**config.mk**
```make
export PLATFORM = sky130hd
export DESIGN_NAME = imem_port_arbiter
export DESIGN_NICKNAME = d
export VERILOG_FILES = /design/src/rtl/imem_port_arbiter.sv
export SDC_FILE = /design/constraint.sdc
export NUM_CORES = 1
export LEC_CHECK = 0
export ABC_CLOCK_PERIOD_IN_PS = 1650
export CORE_ASPECT_RATIO = 0.75
export CORE_MARGIN = 2
export CORE_UTILIZATION = 18
export DETAILED_ROUTE_END_ITERATION = 10
export GPL_ROUTABILITY_DRIVEN = 0
export PLACE_DENSITY = 0.84
export SYNTH_ARGS = -nofsm -noshare
export SYNTH_HDL_FRONTEND = slang
export SYNTH_SLANG_ARGS = --single-unit
```
**constraint.sdc**
```tcl
create_clock -name i_clk -period 1.65 [get_ports i_clk]
set_clock_uncertainty 0.05 [all_clocks]
set_input_delay 0.2475 -clock i_clk [delete_from_list [all_inputs] [get_ports i_clk]]
set_output_delay 0.2475 -clock i_clk [all_outputs]
set_load 0.02 [all_outputs]
```
**src/rtl/imem_port_arbiter.sv**
```systemverilog
// Shares the single-port instruction memory between fetch (priority) and a program loader.
// Define IMEM_BOOT_EN to build the BOOT phase that holds fetch off until i_boot_done.
module imem_port_arbiter #(
  parameter int INSTR_WIDTH     = 32,
  parameter int INSTR_MEM_DEPTH = 32,
  parameter int STARVE_LIMIT    = 4,
  localparam int MEM_ADDR_WIDTH = $clog2(INSTR_MEM_DEPTH)
) (
  input  logic                      i_clk,
  input  logic                      i_reset_n,
  input  logic                      i_fetch_req,
  input  logic [MEM_ADDR_WIDTH+1:0] i_fetch_addr,
  output logic                      o_fetch_gnt,
  output logic                      o_fetch_stall,
  output logic                      o_fetch_rvalid,
  output logic [INSTR_WIDTH-1:0]    o_fetch_rdata,
  input  logic                      i_ld_valid,
  input  logic [MEM_ADDR_WIDTH-1:0] i_ld_addr,
  input  logic [INSTR_WIDTH-1:0]    i_ld_data,
  output logic                      o_ld_ready,
  input  logic                      i_boot_done,
  output logic                      o_mem_en,
  output logic                      o_mem_we,
  output logic [MEM_ADDR_WIDTH-1:0] o_mem_addr,
  output logic [INSTR_WIDTH-1:0]    o_mem_wdata,
  input  logic [INSTR_WIDTH-1:0]    i_mem_rdata
);

  localparam int CNT_W = $clog2(STARVE_LIMIT + 1);

`ifdef IMEM_BOOT_EN
  typedef enum logic {ST_BOOT = 1'b0, ST_RUN = 1'b1} state_e;
  state_e state_q;
`endif

  logic             boot_s;
  logic             fetch_gnt_s;
  logic             ld_gnt_s;
  logic [CNT_W-1:0] starve_q;
  logic [CNT_W-1:0] starve_d;
  logic             rvalid_q;
  logic             unused_s;

`ifdef IMEM_BOOT_EN
  assign boot_s = (state_q == ST_BOOT);
`else
  assign boot_s = 1'b0;
`endif

  // Byte-offset bits of the PC are dropped silently; i_boot_done is unused without BOOT.
  assign unused_s = ^{i_fetch_addr[1:0], i_boot_done};

  // Arbitration: fetch wins ties unless the loader has been denied STARVE_LIMIT times in a row.
  always_comb begin
    fetch_gnt_s = 1'b0;
    ld_gnt_s    = 1'b0;
    if (!i_reset_n) begin
      fetch_gnt_s = 1'b0;
      ld_gnt_s    = 1'b0;
    end else if (boot_s) begin
      fetch_gnt_s = 1'b0;
      ld_gnt_s    = i_ld_valid;
    end else if (i_fetch_req && i_ld_valid) begin
      ld_gnt_s    = (starve_q == CNT_W'(STARVE_LIMIT));
      fetch_gnt_s = ~ld_gnt_s;
    end else begin
      fetch_gnt_s = i_fetch_req;
      ld_gnt_s    = i_ld_valid;
    end
  end

  // Starvation counter next state and memory port steering from the winner.
  always_comb begin
    starve_d    = {CNT_W{1'b0}};
    o_mem_en    = fetch_gnt_s | ld_gnt_s;
    o_mem_we    = ld_gnt_s;
    o_mem_addr  = {MEM_ADDR_WIDTH{1'b0}};
    o_mem_wdata = {INSTR_WIDTH{1'b0}};
    if (!boot_s && i_ld_valid && !ld_gnt_s) begin
      if (starve_q == CNT_W'(STARVE_LIMIT)) starve_d = starve_q;
      else starve_d = starve_q + CNT_W'(1);
    end else begin
      starve_d = {CNT_W{1'b0}};
    end
    if (ld_gnt_s) begin
      o_mem_addr  = i_ld_addr;
      o_mem_wdata = i_ld_data;
    end else if (fetch_gnt_s) begin
      o_mem_addr  = i_fetch_addr[MEM_ADDR_WIDTH+1:2];
    end else begin
      o_mem_addr  = {MEM_ADDR_WIDTH{1'b0}};
    end
  end

  // Phase FSM, starvation counter and read-valid pipeline.
  always_ff @(posedge i_clk) begin
    if (!i_reset_n) begin
`ifdef IMEM_BOOT_EN
      state_q <= ST_BOOT;
`endif
      starve_q <= {CNT_W{1'b0}};
      rvalid_q <= 1'b0;
    end else begin
`ifdef IMEM_BOOT_EN
      if (state_q == ST_BOOT && i_boot_done) state_q <= ST_RUN;
      else state_q <= state_q;
`endif
      starve_q <= starve_d;
      rvalid_q <= fetch_gnt_s;
    end
  end

  assign o_fetch_gnt    = fetch_gnt_s;
  assign o_ld_ready     = ld_gnt_s;
  assign o_fetch_stall  = i_reset_n & i_fetch_req & ~fetch_gnt_s;
  // A read in flight when reset arrives is suppressed immediately.
  assign o_fetch_rvalid = rvalid_q & i_reset_n;
  assign o_fetch_rdata  = i_mem_rdata;

endmodule

```
==> PnR_summary.wiki <==
{| class="wikitable"
! Metric !! Value
|-
| Number of routed nets with antenna violations || 0
|-
| Number of vias per cell after detailed routing || 3.987
|-
| Warnings, synthesis || 0
|-
| Clock period minus final worst setup slack || around 1900 ps
|-
| Area used by multi-input combinational logic || about 460 sq um
|-
| Top routing layer in use || met3
|-
| Cell-by-cell trace of the critical path || inv_2 -> ha_4 -> nand2_4 -> a21oi_4 -> buf_6 -> buf_4 -> clkbuf_16 -> and2_4 -> buf_6
|-
| Least setup slack across all paths after layout || -230.6 ps
|-
| Setup crit start || starve_q[1]
|-
| Die W || 77.70 um
|-
| Die footprint || 0.004605 sq mm
|-
| Mapped Nets || 181
|-
| Inst Count DP || 212
|-
| Total Routed Length || 2989 um
|-
| Clock tree root buffer cell || sky130_fd_sc_hd__clkbuf_8
|-
| Number of H-tree levels || 1
|-
| FF+latch count, synth || 4
|-
| Req. time, crit path || about 1400 ps
|-
| CP Launch Type || register
|-
| Number of vias after detailed routing || between 900 and 1000
|-
| Final-report setup violation count || 39
|-
| Height of the chip || 59.27 um
|-
| Internal power consumption || 0.4745 mW
|-
| Type of the worst min-delay path || in -> out
|-
| Post-layout net count || 256
|-
| Count of unresolved DRC violations after routing || 0
|-
| Number of max-slew violations in the final report || 0
|-
| Top library cells by usage in the layout, fill and taps aside || 42 x sky130_fd_sc_hd__clkdlybuf4s50_1, 41 x sky130_fd_sc_hd__buf_6, 21 x sky130_fd_sc_hd__and2_4
|-
| Standard-cell rows || 20
|-
| Critical setup path kind || reg -> out
|-
| Category of cells accounting for the largest share of critical-path delay || buffers and inverters
|-
| Instance count of the mapped netlist || 98
|-
| Critical Path Sink Type || output pin
|-
| CTS tree || yes
|-
| Fraction of power consumed by sequential logic || 15.8%
|-
| Total global-route track usage || between 10% and 20%
|-
| Clock share of power || 31.4%
|-
| P&R area growth vs syn || 148.6%
|-
| Launching point of the worst reg2reg path || starve_q[0]
|-
| Power share of the combinational group || 52.9%
|-
| Sum Neg Setup Slack || -6944 ps
|-
| Cell type with the highest occurrence count on the critical path || sky130_fd_sc_hd__buf_6
|-
| Initial antenna violation count || 0
|-
| Count of placed standard cells in the final layout, fillers left out || 226
|-
| Drt initial violations || 11
|-
| Run status || finished with violations
|-
| Fraction of power spent switching nets || 26.21%
|-
| Top achievable clock speed || 0.5317 GHz
|-
| Via count of the first global-routing pass || 885
|-
| Number of endpoints with negative hold slack in the final report || 0
|-
| Detailed route wirelength on metal3 || about 400 um
|-
| Pwr Density || 352.7 mW/mm^2
|-
| Mean area per synthesized cell || 7.482 sq um
|-
| Setup repair after global routing missed its margin || true
|-
| CP bufs+invs || 5
|-
| Data arrival time of the critical path || between 1500 and 2000 ps
|-
| Largest stage delay, worst path || 310 ps
|-
| Violations in the final reports || negative setup slack
|-
| Sequential area share after synthesis || 10.92%
|-
| Input/output buffers || 88
|-
| Footprint of the flip-flops and latches || between 80 and 90 sq um
|-
| Worst relative slew slack || about four fifths
|-
| First-pass GRT wire length || 4174 um
|-
| Drt pass-1 iters || 4
|-
| Net Sw Power || 0.1685 mW
|-
| Post-synth design cell area || 733.2 sq um
|-
| Part of the cycle the worst path needs || 114.0%
|-
| Routed len/inst || 13.23 um
|-
| Leak || 0.8266 nW
|-
| Initial Util || 18.43%
|-
| Worst-skew pair later-pin latency || 210 ps
|-
| Post-detailed-placement half-perimeter wirelength || 1870 um
|-
| Core Area || 0.003979 sq mm
|-
| Pin count of the biggest net entering global routing || 11
|-
| Critical-path cell with the highest stage delay || sky130_fd_sc_hd__dfxtp_2
|-
| Least-Margin Pin Slew || 274.9 ps
|-
| Count of cell types in the netlist || 17
|-
| Clock-pin slew of the registers on the worst-case setup and hold paths || 30 ps
|-
| Maximum fanout encountered on the critical timing path || 5
|-
| Number of hold buffers added after cts || 0
|-
| Startpoint of the most critical hold path || i_mem_rdata[1]
|-
| Number of max-cap violations || 0
|-
| Sinks on Clock Net || 4
|-
| Ratio of cells with drive above 1 in the final layout || 54.97%
|-
| Post-Route M1 WL || 1127 um
|-
| Num CTS Buffers || 3
|-
| Boundary pin count || ~160
|-
| Final antenna diode count || 0
|-
| Most common cell after layout, fill and taps aside || sky130_fd_sc_hd__clkdlybuf4s50_1
|-
| Maximum number of buffers from clock root to sink || 2
|-
| Fillers || 390
|-
| Final global-route overflow total || 0
|-
| Worst ir drop on vdd || ~0.43 mV
|-
| Met2 wirelength from detailed routing || 1453 um
|}
## registers in the layout (all words and copies together) (netlist names)
name / count
rvalid_q: 1
starve_q: 3
## cell usage after synthesis
| cell | count | area share [%] |
|---|---|---|
| sky130_fd_sc_hd__buf_4 | 34 | 35 |
| sky130_fd_sc_hd__and2_1 | 33 | 28 |
| sky130_fd_sc_hd__a22o_1 | 5 | 6.0 |
| sky130_fd_sc_hd__dfxtp_1 | 4 | 11 |
| sky130_fd_sc_hd__inv_1 | 3 | 1.5 |
| sky130_fd_sc_hd__nor2_1 | 3 | 1.5 |
| sky130_fd_sc_hd__a31oi_1 | 2 | 1.7 |
| sky130_fd_sc_hd__buf_6 | 2 | 3.1 |
| sky130_fd_sc_hd__ha_1 | 2 | 3.4 |
| sky130_fd_sc_hd__nand2_1 | 2 | 1.0 |
| sky130_fd_sc_hd__nor3b_1 | 2 | 2.0 |
| sky130_fd_sc_hd__a21oi_2 | 1 | 1.2 |
| sky130_fd_sc_hd__buf_2 | 1 | 0.68 |
| sky130_fd_sc_hd__mux2i_1 | 1 | 1.4 |
| sky130_fd_sc_hd__nand2_2 | 1 | 0.85 |
| sky130_fd_sc_hd__nand3_1 | 1 | 0.68 |
| sky130_fd_sc_hd__o21a_1 | 1 | 1.0 |
## power groups by stage
stage               clock network, mW  registers, mW  logic [mW]
floorplan                           0          0.102       0.207
global placement                    0          0.102       0.274
detailed placement                  0          0.102       0.276
CTS                             0.209          0.101       0.337
global route                    0.216          0.102       0.359
finish                          0.202          0.101       0.340
## cells by family (layout without fill, tap and decap cells)
family / count (synthesis) / count (layout) / share of synthesized area, %
adder cells (fa/ha/maj): 2 / 2 / 3.412
AO/OA/AOI/OAI: 9 / 9 / 9.898
multiplexers: 1 / 1 / 1.365
AND/OR/NAND/NOR: 42 / 42 / 34.30
flip-flops: 4 / 4 / 10.92
buffers and inverters: 40 / 113 / 40.10
## per-stage QoR
| stage | instance area, sq um | utilization (%) | setup WS (ps) | hold WS (ps) | total power [mW] |
|---|---|---|---|---|---|
| after CTS | 1777 | 44.65 | -224.3 | 445.1 | 0.6468 |
| after global placement | 1488 | 37.39 | -614.3 | 445.1 | 0.3759 |
| after detailed placement | 1488 | 37.39 | -629.9 | 445.1 | 0.3786 |
| final | 1823 | 45.82 | -230.6 | 445.0 | 0.6430 |
| after global routing | 1823 | 45.82 | -313.8 | 445.0 | 0.6769 |
| after floorplan | 748.2 | - | 19.02 | 309.9 | 0.3089 |
## worst paths after layout
check	cells after the start	to	slack (ps)
hold / removal	0	o_fetch_rdata[1]	450
hold reg to reg	2	starve_q[0]	460
setup reg to reg	7	starve_q[2]	510
setup / recovery	9	o_mem_wdata[0]	-230
## final cells by class
| cell class | instances | area share (%) |
|---|---|---|
| Inverter | 3 | 0.6177 |
| Timing Repair Buffer | 107 | 63.49 |
| Clock buffer | 3 | 2.265 |
| Multi-Input combinational cell | 54 | 25.33 |
| Sequential cell | 4 | 4.530 |
| Tap cell | 55 | 3.775 |
## layer usage
| metal | vias to the layer above | track usage, % |
|---|---|---|
| li1 | 425 | - |
| met1 | 407 | 12.63 |
| met2 | 69 | 19.70 |
| met3 | 0 | 6.860 |
| met4 | 0 | 2.296 |
| met5 | - | 0 |
## repair_timing
item | CTS | global route
buffers inserted | 7 | 3
resized for setup | 271 | 18
endpoints found under the setup margin | 43 | 42
gates cloned | 4 | 1
pin swaps | 10 | 6
(Power assumes the default switching activity.)
==> edit (config.mk and constraints unchanged) <==
Build with the macro `IMEM_BOOT_EN` defined.
--- a/src/rtl/imem_port_arbiter.sv
+++ b/src/rtl/imem_port_arbiter.sv
@@ -1,5 +1,7 @@
 // Shares the single-port instruction memory between fetch (priority) and a program loader.
 // Define IMEM_BOOT_EN to build the BOOT phase that holds fetch off until i_boot_done.
+`define IMEM_BOOT_EN
+
 module imem_port_arbiter #(
   parameter int INSTR_WIDTH     = 32,
   parameter int INSTR_MEM_DEPTH = 32,
Function: changed (a bounded check fails within 4 cycles, from zero or initial values and one cycle with i_reset_n low).
==> edit against the original RTL <==
The run still ends with negative setup slack left. Worst hold slack barely moved. Worst setup slack better by 87 ps. Combinational power increased by 9.1%. Sequential cell count rose by 1. Routed wire length down 3.7%. Total power rose by 12%. Global-route usage decreased by 1.1 points. Design area decreased by 5.7%. Area after synthesis increased by 6.0%. Via count fell by 4.0%. Register-to-register slack improved by 100 ps. Critical path type unchanged. Highest routed layer unchanged.
==> edit: results <==
status:
  status: "finished with violations"
  violations: "negative setup slack"
placed_design:
  numPortBuffers: 89
  dp_cells: 219
  dpl_cell_area_mm2: 0.00153
  post-place-ws_ps: -680
power_and_ir_drop:
  peakVddDrop_mv: 0.307
  p_seq_mw: 0.126
  finalPower_mw: 0.723
  p_leak_nw: 0.781
  comb_power_mw: 0.371
  p_int_mw: 0.518
global_routing:
  grt_pass1_wl_mm: 3.88
  grt_pass1_vias: 790
  grtUsageMet1: 0.120
  grt_use_total: 0.104
  grt.met3_usage: 0.0759
  use_met2: 0.163
  grt_max_degree: 18
  overflow: 0
detailed_routing:
  postRouteAntennaNets: 0
  drt_iter0_markers: 3
  wire_per_inst_um: 12.7
  drt_pass1_iterations: 3
  vias: 865
worst_setup_path:
  critPathTopFamily: "buffers and inverters"
  worstPathArrival_ps: 1500
  reg2reg_slack_ps: 610
  path_max_fanout: 17
  crit_path_top_delay_cell: "dfxtp_2"
synthesis:
  synth_cell_type_count: 18
  syn_inst: 104
  synth-seq-area-share: 0.129
  yosys_warnings: 0
  synthTopCellsByArea: "buf_4, and2_1, dfxtp_1"
  synth_common_cells: "and2_1, buf_4, a22o_1, dfxtp_1, nor2_1"
  synth.net_count: 187
sta:
  setup_tns_ps: -4470
  setup_viol: 40
  tightest_slew_ps: 206
  holdWs_ps: 445
  layout_setup_ws_ps: -144
cells_and_area:
  drive_gt1_frac: 0.538
  area_growth_pct: 121
  fin_nets: 255
  filler_cell_count: 412
  fin_cells: 226
  top_regs: "starve_q (3), rvalid_q (1), state_q (1)"
cts:
  cts_root_buf: "clkbuf_8"
## edit: cell type report
cell class,count,share of cell area
Tap cell,55,0.0400
Clock inverter,1,0.00291
Clock buffer,3,0.0240
Sequential cell,5,0.0597
Timing Repair Buffer,101,0.590
Multi-Input combinational cell,58,0.277
Inverter,3,0.00655
## edit: worst reg2reg max path, delay by kind of cell (launching register included)
kind | cells | cell delay [ps]
buffers and inverters | 1 | 120
AND/OR/NAND/NOR | 3 | 480
flip-flops | 1 | 310
## edit: timing repair
| action | in CTS | in global routing |
|---|---|---|
| gates resized for setup | 264 | 23 |
| buffers inserted | 4 | 0 |
| cloned | 1 | 0 |
| setup endpoints to repair | 43 | 41 |
| pin swaps | 9 | 2 |
## edit: layer usage
layer,routed length [um],up-vias
met5,0,-
met4,0,0
met3,374,0
met2,1490,53
met1,1010,388
li1,-,424
## edit: cell families (layout without fill, tap and decap cells)
| group | after synthesis | count (layout) | synth area share |
|---|---|---|---|
| simple gates | 49 | 49 | 0.364 |
| compound gates | 7 | 7 | 0.0934 |
| fa+ha+maj | 2 | 2 | 0.0322 |
| buf+inv | 41 | 108 | 0.382 |
| flops | 5 | 5 | 0.129 |
## edit: path summary, 6_finish.rpt
path | from | endpoint | cells past startpoint
worst max-delay path | starve_q[0]$_SDFFE_PN0P_ | o_mem_wdata[29] | 7
worst min-delay path | i_mem_rdata[18] | o_fetch_rdata[18] | 0
worst min register to register | starve_q[0]$_SDFFE_PN0P_ | starve_q[0]$_SDFFE_PN0P_ | 2
worst max register to register | state_q$_SDFFE_PN0P_ | starve_q[2]$_SDFFE_PN0P_ | 4
